## config.mk

```make
export PLATFORM = sky130hd
export DESIGN_NAME = nd_nto1
export DESIGN_NICKNAME = d
export VERILOG_FILES = /design/src/rtl/nd_nto1_pkg.sv /design/src/rtl/nd_rr_arb.sv /design/src/rtl/nd_nto1.sv
export SDC_FILE = /design/constraint.sdc
export NUM_CORES = 1
export LEC_CHECK = 0
export CORE_MARGIN = 10
export CORE_UTILIZATION = 50
export DETAILED_ROUTE_END_ITERATION = 8
export PLACE_DENSITY = 0.75
export RECOVER_POWER = 25
export SYNTH_ARGS = -nofsm -noshare
export SYNTH_HDL_FRONTEND = slang
export SYNTH_SLANG_ARGS = --single-unit
```

## constraint.sdc

```tcl
create_clock -name gch_clk -period 3.5 [get_ports gch_clk]
set_input_delay 0.7 -clock gch_clk [delete_from_list [all_inputs] [get_ports gch_clk]]
set_output_delay 0.7 -clock gch_clk [all_outputs]
set_load 0.02 [all_outputs]
```

## src/rtl/nd_nto1_pkg.sv

```systemverilog
// Shared defaults, output-side state encoding and width helper for the nd_nto1 merge node.
package nd_nto1_pkg;

  localparam int unsigned NS_ADDRESS_SIZE = 4;
  localparam int unsigned NS_DATA_SIZE    = 8;
  localparam int unsigned NS_REDUN_SIZE   = 4;
  localparam int unsigned NS_2TO1_FSZ     = 4;
  localparam int unsigned NS_REQ_CKS      = 1;
  localparam int unsigned NS_ACK_CKS      = 1;

  localparam logic NS_ON  = 1'b1;
  localparam logic NS_OFF = 1'b0;

  typedef enum logic [1:0] {
    SND_IDLE = 2'd0,
    SND_REQ  = 2'd1,
    SND_REL  = 2'd2
  } snd_state_t;

  // Index width for n entries, never below one bit.
  function automatic int unsigned idx_w(input int unsigned n);
    return (n > 1) ? $clog2(n) : 1;
  endfunction

endpackage

```

## src/rtl/nd_rr_arb.sv

```systemverilog
// One-of-NCH grant selector; round-robin from ptr+1, or fixed lowest-index priority
// when NS_ND_NTO1_FIXED_PRIO_EN is defined.
module nd_rr_arb
  import nd_nto1_pkg::*;
#(
  parameter int unsigned NCH = 4
) (
  input  logic           clk,
  input  logic           clr,
  input  logic [NCH-1:0] pending,
  input  logic           en,
  output logic [NCH-1:0] gnt_c,
  output logic           gnt_vld_c
);

`ifdef NS_ND_NTO1_FIXED_PRIO_EN
  // Scan high to low so the lowest pending index is written last and wins.
  always_comb begin
    gnt_c     = '0;
    gnt_vld_c = 1'b0;
    for (int i = NCH - 1; i >= 0; i--) begin
      if (en && pending[i]) begin
        gnt_c     = '0;
        gnt_c[i]  = 1'b1;
        gnt_vld_c = 1'b1;
      end
    end
  end
`else
  localparam int unsigned PW = idx_w(NCH);

  logic [PW-1:0] ptr;
  logic [PW-1:0] idx;
  logic [PW-1:0] win;

  // First pending channel after the last winner, wrapping modulo NCH.
  always_comb begin
    gnt_c     = '0;
    gnt_vld_c = 1'b0;
    idx       = '0;
    win       = ptr;
    for (int unsigned k = 1; k <= NCH; k++) begin
      idx = PW'((32'(ptr) + k) % NCH);
      if (!gnt_vld_c && en && pending[idx]) begin
        gnt_c[idx] = 1'b1;
        gnt_vld_c  = 1'b1;
        win        = idx;
      end
    end
  end

  always_ff @(posedge clk) begin
    if (clr) begin
      ptr <= PW'(NCH - 1);
    end else if (gnt_vld_c) begin
      ptr <= win;
    end
  end
`endif

endmodule

```

## src/rtl/nd_nto1.sv

```systemverilog
// N-to-1 four-phase merge node: debounced inputs, arbitration, shared FIFO, single output.
// Build option NS_ND_NTO1_FIXED_PRIO_EN selects fixed lowest-index priority arbitration.
module nd_nto1
  import nd_nto1_pkg::*;
#(
  parameter int unsigned NCH         = 4,
  parameter int unsigned FSZ         = NS_2TO1_FSZ,
  parameter int unsigned ASZ         = NS_ADDRESS_SIZE,
  parameter int unsigned DSZ         = NS_DATA_SIZE,
  parameter int unsigned RSZ         = NS_REDUN_SIZE,
  parameter int unsigned RCV_REQ_CKS = NS_REQ_CKS,
  parameter int unsigned SND_ACK_CKS = NS_ACK_CKS
) (
  input  logic               gch_clk,
  input  logic               gch_reset,
  output logic               gch_ready,
  input  logic [NCH-1:0]     rcv_req,
  output logic [NCH-1:0]     rcv_ack_out,
  input  logic [NCH*ASZ-1:0] rcv_src,
  input  logic [NCH*ASZ-1:0] rcv_dst,
  input  logic [NCH*DSZ-1:0] rcv_dat,
  input  logic [NCH*RSZ-1:0] rcv_red,
  output logic               snd0_req_out,
  input  logic               snd0_ack,
  output logic [ASZ-1:0]     snd0_src,
  output logic [ASZ-1:0]     snd0_dst,
  output logic [DSZ-1:0]     snd0_dat,
  output logic [RSZ-1:0]     snd0_red
);

  localparam int unsigned MSZ = 2 * ASZ + DSZ + RSZ;
  localparam int unsigned AW  = idx_w(FSZ);
  localparam int unsigned CW  = idx_w(FSZ + 1);
  localparam int unsigned RW  = idx_w(RCV_REQ_CKS);
  localparam int unsigned KW  = idx_w(SND_ACK_CKS);

  logic             rg_rdy;
  logic             clr;
  logic [NCH-1:0]   ckd_req;
  logic             ckd_ack;
  logic [NCH-1:0]   pending;
  logic [NCH-1:0]   gnt;
  logic             gnt_vld;
  logic [MSZ-1:0]   msg_c;
  logic [MSZ-1:0]   mem [FSZ];
  logic [MSZ-1:0]   rd_msg;
  logic [AW-1:0]    wr_ptr;
  logic [AW-1:0]    rd_ptr;
  logic [CW-1:0]    count;
  logic             full;
  logic             empty;
  logic             push;
  logic             pop;
  logic [KW-1:0]    ack_cnt;
  snd_state_t       st;

  // Init runs while reset is high and once more on the first edge after it drops.
  assign clr       = gch_reset | ~rg_rdy;
  assign gch_ready = rg_rdy;

  always_ff @(posedge gch_clk) begin
    if (gch_reset) rg_rdy <= 1'b0;
    else           rg_rdy <= 1'b1;
  end

  for (genvar i = 0; i < NCH; i++) begin : g_req_db
    logic          ckd;
    logic [RW-1:0] cnt;
    always_ff @(posedge gch_clk) begin
      if (clr) begin
        ckd <= 1'b0;
        cnt <= '0;
      end else if (rcv_req[i] == ckd) begin
        cnt <= '0;
      end else if (cnt == RW'(RCV_REQ_CKS - 1)) begin
        ckd <= rcv_req[i];
        cnt <= '0;
      end else begin
        cnt <= cnt + RW'(1);
      end
    end
    assign ckd_req[i] = ckd;
  end

  always_ff @(posedge gch_clk) begin
    if (clr) begin
      ckd_ack <= 1'b0;
      ack_cnt <= '0;
    end else if (snd0_ack == ckd_ack) begin
      ack_cnt <= '0;
    end else if (ack_cnt == KW'(SND_ACK_CKS - 1)) begin
      ckd_ack <= snd0_ack;
      ack_cnt <= '0;
    end else begin
      ack_cnt <= ack_cnt + KW'(1);
    end
  end

  assign pending = ckd_req & ~rcv_ack_out;
  assign full    = (count == CW'(FSZ));
  assign empty   = (count == '0);

  nd_rr_arb #(.NCH(NCH)) u_arb (
    .clk       (gch_clk),
    .clr       (clr),
    .pending   (pending),
    .en        (~full),
    .gnt_c     (gnt),
    .gnt_vld_c (gnt_vld)
  );

  // Winning channel's fields packed as {src, dst, dat, red}.
  always_comb begin
    msg_c = '0;
    for (int i = 0; i < NCH; i++) begin
      if (gnt[i]) begin
        msg_c = {rcv_src[i*ASZ +: ASZ], rcv_dst[i*ASZ +: ASZ],
                 rcv_dat[i*DSZ +: DSZ], rcv_red[i*RSZ +: RSZ]};
      end
    end
  end

  assign push   = gnt_vld & ~clr;
  assign pop    = (st == SND_IDLE) & ~empty;
  assign rd_msg = mem[rd_ptr];

  always_ff @(posedge gch_clk) begin
    if (push) mem[wr_ptr] <= msg_c;
  end

  always_ff @(posedge gch_clk) begin
    if (clr) begin
      wr_ptr <= '0;
      rd_ptr <= '0;
      count  <= '0;
    end else begin
      if (push) wr_ptr <= wr_ptr + AW'(1);
      if (pop)  rd_ptr <= rd_ptr + AW'(1);
      case ({push, pop})
        2'b10:   count <= count + CW'(1);
        2'b01:   count <= count - CW'(1);
        default: count <= count;
      endcase
    end
  end

  // Ack is held until the debounced request falls.
  always_ff @(posedge gch_clk) begin
    if (clr) begin
      rcv_ack_out <= '0;
    end else begin
      for (int i = 0; i < NCH; i++) begin
        if (gnt[i])           rcv_ack_out[i] <= 1'b1;
        else if (!ckd_req[i]) rcv_ack_out[i] <= 1'b0;
      end
    end
  end

  // Output four-phase handshake; fields hold until the next load.
  always_ff @(posedge gch_clk) begin
    if (clr) begin
      st           <= SND_IDLE;
      snd0_req_out <= 1'b0;
      snd0_src     <= '0;
      snd0_dst     <= '0;
      snd0_dat     <= '0;
      snd0_red     <= '0;
    end else begin
      case (st)
        SND_IDLE: begin
          if (!empty) begin
            {snd0_src, snd0_dst, snd0_dat, snd0_red} <= rd_msg;
            snd0_req_out <= 1'b1;
            st           <= SND_REQ;
          end
        end
        SND_REQ: begin
          if (ckd_ack) begin
            snd0_req_out <= 1'b0;
            st           <= SND_REL;
          end
        end
        SND_REL: begin
          if (!ckd_ack) st <= SND_IDLE;
        end
        default: st <= SND_IDLE;
      endcase
    end
  end

endmodule

```

* After elaboration in Yosys (flattened, before gate mapping)
Memory sizes are Yosys's and may differ from the RTL's. A register that Yosys moved wholly into a read port is not among the register bits.
Cells that the tools add are included.
** Storage, ports and cells
- Memories kept :: 1
- Output and inout bits :: 26
- Memory bits (writable) :: 80
- Input bits :: 87
- Logic and storage cells :: 166
- Register bits after elaboration :: 27
** Cells by class
- Equality and inequality tests :: 17
- Reduce and logical (&&, ||, !) cells :: 33
- Bitwise operators :: 22
- $lt $le $gt $ge :: 8
- Add/subtract/negate cells :: 13
- Mux-type cells :: 51
** Memory list
- mem :: depth 4, width 20, rd ports 1, clocked after memory_dff 1, wr ports 1, RTL line nd_nto1.sv:45 : logic [MSZ-1:0] mem [FSZ];
** Operators by type and width (count)
- $mux 20 :: 4
- $mux 1 :: 25
- $mux 4 :: 4
- $reduce_or 3->1 :: 5
- $mux 2 :: 7
- $ne 2x2->1 const B :: 7
- $not 1->1 :: 14
- $reduce_and 2->1 :: 7
- $lt 2x3->1 const B :: 4
- $or 4x4->4 :: 3
- $logic_and 1x1->1 :: 11
- $add 2x1->2 const B :: 4
- $bmux 1 s2 :: 4
- $demux 1 s2 :: 4
- $ge 2x1->1 const B :: 4
- $pmux 2 s3 :: 1
- $pmux 3 s2 :: 1
- $reduce_and 3->1 :: 2
- $add 1x1->1 const B :: 5
- $eq 1x1->1 :: 5
- $add 2x2->2 const B :: 2
- $and 4x4->4 :: 1
- $eq 2x1->1 const B :: 2
- $eq 2x2->1 const B :: 2
- 12 further kinds :: 16

* Longest topological paths before layout
- Depth in word-level cells :: 22
- Gate-level depth with buffers :: 15

* Modules after synthesis
From an unflattened synthesis, not the netlist that was laid out.
** Second synthesis, totals
- Cells, all modules :: 428
- Area, all modules :: 5689.2 µm²
** Modules (own cells, without submodules)
- nd_nto1 :: times used 1, seq. area each 3303.2 µm², area each 5119.9 µm², cells each 367
- nd_rr_arb :: times used 1, seq. area each 40.0 µm², area each 569.3 µm², cells each 61

* Worst setup path before layout
No wires, ideal clock.
- Kind :: register to register
- Start :: register u_arb.ptr[0]
- End :: register count[2]
- Data required time :: 3.430 ns
- Buffers on the path :: 1
- Stages on the path, launching flop included :: 16
- Path slack :: 0.439 ns
- Arrival :: 2.991 ns
- Path through :: dfxtp_1 -> buf_4 -> inv_2 -> ha_1 -> mux4_2 -> and2_1 -> nand2_1 -> o21a_1 -> nor2b_1 -> inv_1 -> ha_1 -> inv_1 -> fa_1 -> xor2_1 -> or3_1 -> a21oi_1
** Between the ends
- Word-level cells in the longest chain between the ends :: 20
** Ends and longest elaborated chain
- start, declared :: RTL line nd_rr_arb.sv:32 : logic [PW-1:0] ptr;
- start signal, assigned :: RTL line nd_rr_arb.sv:54 : ptr <= PW'(NCH - 1);
- start signal, assigned :: RTL line nd_rr_arb.sv:56 : ptr <= win;
- $add 2x1->2 :: RTL line nd_rr_arb.sv:43 : idx = PW'((32'(ptr) + k) % NCH);
- $bmux 1 s2 :: RTL line nd_rr_arb.sv:44 : if (!gnt_vld_c && en && pending[idx]) begin
- $mux 1 (implied by the code) :: RTL line nd_rr_arb.sv:44
- $logic_and 1x1->1 :: RTL line nd_rr_arb.sv:44
- $mux 1 :: RTL line nd_rr_arb.sv:44
- $logic_not 1->1 :: RTL line nd_rr_arb.sv:44
- $logic_and 1x1->1 (2 in series) :: RTL line nd_rr_arb.sv:44
- $mux 1 :: RTL line nd_rr_arb.sv:44
- $logic_not 1->1 :: RTL line nd_rr_arb.sv:44
- $logic_and 1x1->1 (2 in series) :: RTL line nd_rr_arb.sv:44
- $mux 1 :: RTL line nd_rr_arb.sv:44
- $logic_not 1->1 :: RTL line nd_rr_arb.sv:44
- $logic_and 1x1->1 (2 in series) :: RTL line nd_rr_arb.sv:44
- $mux 1 (*) :: RTL line nd_rr_arb.sv:44
- $and 1x1->1 (*) :: RTL line nd_nto1.sv:123 : assign push = gnt_vld & ~clr;
- $eq 2x1->1 or $eq 2x2->1 (tied branches) :: RTL line nd_nto1.sv:139 : case ({push, pop})
- $pmux 3 s2 or $reduce_bool 2->1 (tied branches)
- end signal, assigned :: RTL line nd_nto1.sv:140 : 2'b10: count <= count + CW'(1);
- end signal, assigned :: RTL line nd_nto1.sv:141 : 2'b01: count <= count - CW'(1);
- end signal, assigned :: RTL line nd_nto1.sv:142 : default: count <= count;
- end, declared :: RTL line nd_nto1.sv:49 : logic [CW-1:0] count;
Mark *: on every way between the ends. The rest lies on a longest branch, timed or not. The select of a mux whose other input is x is not followed.
A chain may end at the register's enable or synchronous reset.

* Final worst setup path
- Start :: register u_arb.ptr[1]
- End :: memory mem[0][14] (netlist name), data pin
** Between the ends
- Word-level cells in the longest chain between the ends :: 21
** Ends and longest elaborated chain
- parallel branches: the longest is 16 deep, another holds $lt 2x3->1
- $mux 4 (*) :: RTL line nd_rr_arb.sv:44
- $mux 20 (3 in series) :: RTL line nd_nto1.sv:116 : if (gnt[i]) begin
- $mux 20 (*) :: RTL line nd_nto1.sv:116
- net msg_c[14] :: RTL line nd_nto1.sv:44 : logic [MSZ-1:0] msg_c;
- end, declared :: RTL line nd_nto1.sv:45
Mark *: on every way through the listed nets, which the timed path passes. The select of a mux whose other input is x is not followed.

==> results.json <==
{
  "antenna_found_initial": 0,
  "coreArea_um2": 10980,
  "preCtsSetupSlack_ns": 0.2024,
  "nNetsFinal": 665,
  "drc": 0,
  "antenna_left": 0,
  "critPathLaunchType": "register",
  "final_common_cell": "clkdlybuf4s50_1",
  "via_count": 4068,
  "cts_made_buffers": 17,
  "synth_seq_area_share_pct": 58.60,
  "tns_ns": 0,
  "min_path_type": "reg -> reg",
  "ys_ff_latch": 127,
  "r2r-start": "u_arb.ptr[1]",
  "cp_cell_sequence": "inv_1 -> ha_2 -> mux4_2 -> nor3_4 -> a22oi_2 -> a211oi_4 -> buf_12 -> a221oi_2 -> o21ai_1",
  "combinationalPowerShare_pct": 10.7,
  "dp_hpwl_mm": 10.50,
  "slowest_stage": "a211oi_4",
  "critPathMaxStageDelay_ns": 0.49,
  "hold_viol_final": 0,
  "crit_family": "compound AO/OA/AOI/OAI gates",
  "routabilityCongestion": 0.8907,
  "p_per_area_nw_per_um2": 492.9,
  "grt_pass1_vias": 4243,
  "vdd_drop_max_mv": 0.2723,
  "clk_latency_ns": 0.41,
  "crit_end": "mem[0][14]",
  "cts.sinks": 127,
  "maxCapViolCount": 0,
  "whs_path_depth": 1,
  "syn_inst": 441,
  "end_kind": "register",
  "dr.pass1.iters": 5,
  "fin_area_um2": 7630,
  "grt_pass1_wl_mm": 23.18,
  "cts_tree": "built",
  "leakage_nw": 2.641,
  "dieArea_um2": 16080,
  "initial_core_util_pct": 51.95,
  "wl_mm": 14.61,
  "multi_input_area_um2": 2231,
  "n_fill_cell": 782,
  "cp_data_required_time_ns": 3.67,
  "critical_path_class": "reg -> reg",
  "die_width_um": 126.8,
  "ys_types": 44,
  "max_freq_ghz": 0.3022,
  "final_max_slew_viol_count": 0,
  "via_per_inst": 5.666,
  "diodes": 0,
  "row_count": 38,
  "grt_max_degree": 41,
  "power_frac_clock_pct": 45.0,
  "avgSynthCellArea_um2": 12.94,
  "die_h_um": 126.8,
  "grt_overflow": 0,
  "final-setup-viol-count": 0,
  "path_max_fanout": 16,
  "clockBufferDepth": 2,
  "wire_per_inst_um": 20.35,
  "cts_hold_buf": 0,
  "reg2reg_depth": 9,
  "sequentialPowerShare_pct": 44.2,
  "worst_slack_ns": 0.1906,
  "reg2reg_slack_ns": 0.19,
  "yosysWarningCount": 0,
  "final_cell_mix": "clkdlybuf4s50_1, edfxtp_1, nand2_1",
  "cp-startpoint": "u_arb.ptr[1]",
  "drt_first_iter_violations": 434,
  "tightest_slew_ns": 1.066,
  "timing.rr.end": "mem[0][14]",
  "p_sw_share_pct": 22.28,
  "grt_usage_pct": 18.40,
  "rsz0062_at_grt": "no",
  "ios": 113,
  "cp.arrival_ns": 3.48,
  "critical_path_buf_inv_count": 2,
  "relSlewSlack_pct": 28.86,
  "clkTransAtPathRegs_ns": 0.05,
  "fin_worst_skew_ns": 0.007426,
  "place_area_um2": 7053,
  "netlist_area_um2": 5705,
  "p_sw_mw": 0.8377,
  "layout-drive-gt1-share_pct": 16.96,
  "min_period_over_period_pct": 94.55,
  "status": "completed",
  "ff_latch_area_um2": 3343,
  "htree_levels": 4,
  "cp_num_cells": 9,
  "internal_power_mw": 2.923,
  "syn_to_final_growth_pct": 33.73,
  "root_buffer": "clkbuf_16",
  "portBuffers": 112,
  "fin_crit_ns": 3.309
}
## worst min path at each step
| stage | startpoint | endpoint | slack (ns) |
|---|---|---|---|
| floorplan | ack_cnt | ckd_ack | 0.47 |
| detailed placement | gch_ready | u_arb.ptr[0] | 0.42 |
| global route | gch_ready | u_arb.ptr[0] | 0.46 |
| global placement | gch_ready | u_arb.ptr[0] | 0.40 |
| CTS | gch_ready | u_arb.ptr[0] | 0.43 |
| finish | gch_ready | u_arb.ptr[0] | 0.43 |
## layout make-up
cell class,instances,area share (%)
clock buffer,23,6.560
sequential,127,43.82
clock inverter,9,1.033
multi-input combinational,282,29.24
inverter,10,0.4920
tap,140,2.296
timing repair buffer,127,16.56
## cells in the mapped netlist
library cell   n  share of area (%)
or2_1          1               0.11
a21oi_1       30                2.6
a211oi_2       1               0.22
and2_1         5               0.55
o21ai_0       22                1.9
clkbuf_1      16                1.1
or3b_2         1               0.15
a221oi_1       3               0.46
and2_0         1               0.11
nor3b_1        1               0.13
fa_1           1               0.35
nor2_1        15               0.99
buf_1          3               0.20
nand2b_1       4               0.44
inv_2          2               0.13
nor2b_1        5               0.55
or3_1          2               0.22
xnor2_1        4               0.61
dfxtp_1       47                 16
nor3_1         1              0.088
edfxtp_1      80                 42
conb_1         1              0.066
o21a_1         1               0.13
o21ai_1       20                1.8
mux4_2        26                 10
a221oi_2      20                5.3
xor2_1         3               0.46
buf_2          2               0.18
nand2_1       75                4.9
a21o_1         2               0.26
mux2i_1        6                1.1
a22o_1         1               0.15
a22oi_2        1               0.22
o311ai_1       1               0.15
a221o_1        2               0.35
a31oi_1        1               0.11
buf_6          4               0.79
nand3b_1       1               0.13
nor3_4         1               0.29
ha_1          12                2.6
inv_1          8               0.53
nand3_1        6               0.53
nor2_2         1               0.11
buf_4          1               0.13
## metrics by stage
stage                     utilization, %  power (mW)  std cells  hold WS, ns
after global routing               69.47       3.883        718       0.4637
final                              69.47       3.761        718       0.4261
after floorplan                        -       1.907        445       0.4669
after global placement             64.22       2.081        686       0.4007
after CTS                          69.49       3.779        718       0.4269
after detailed placement           64.22       2.094        686       0.4171
## repair_timing
item | CTS | global route
endpoints found under the hold margin | 0 | 0
buffers inserted | 0 | 0
endpoints found under the setup margin | 0 | 10
gates resized for setup | 0 | 2
## state kept, by name (all words and copies together) (netlist names)
register / flops
mem: 80
snd0_dat: 8
g_req_db.ckd: 4
g_req_db.cnt: 4
rcv_ack_out: 4
snd0_dst: 4
snd0_red: 4
snd0_src: 4
count: 3
rd_ptr: 2
st: 2
u_arb.ptr: 2
wr_ptr: 2
ack_cnt: 1
ckd_ack: 1
gch_ready: 1
snd0_req_out: 1
## power groups by stage
stage	Sequential (mW)	Combinational (mW)	Clock, mW
2_1_floorplan	1.69	0.213	0
3_3_place_gp	1.69	0.389	0
3_5_place_dp	1.69	0.400	0
4_1_cts	1.66	0.405	1.71
5_1_grt	1.67	0.437	1.78
6_report	1.66	0.403	1.69
## logic make-up (layout without fill, tap and decap cells)
family                   count (synthesis)  count (layout)  share of synthesized area [%]
AO/OA/AOI/OAI                          105             105                          13.64
XOR/XNOR                                 7               7                          1.075
adder cells (fa/ha/maj)                 13              13                          2.982
buffers and inverters                   36             169                          3.004
flip-flops                             127             127                          58.60
multiplexers                            32              32                          11.32
other                                    1               5                        0.06573
AND/OR/NAND/NOR                        120             120                          9.320
## per-layer routing
metal  track usage [%]  share of wire, %
met5                 0                 0
met3             6.289               7.2
met4             4.622               1.6
met1             21.47                40
met2             31.71                52
No activity file was read; power rests on OpenSTA's default activity.
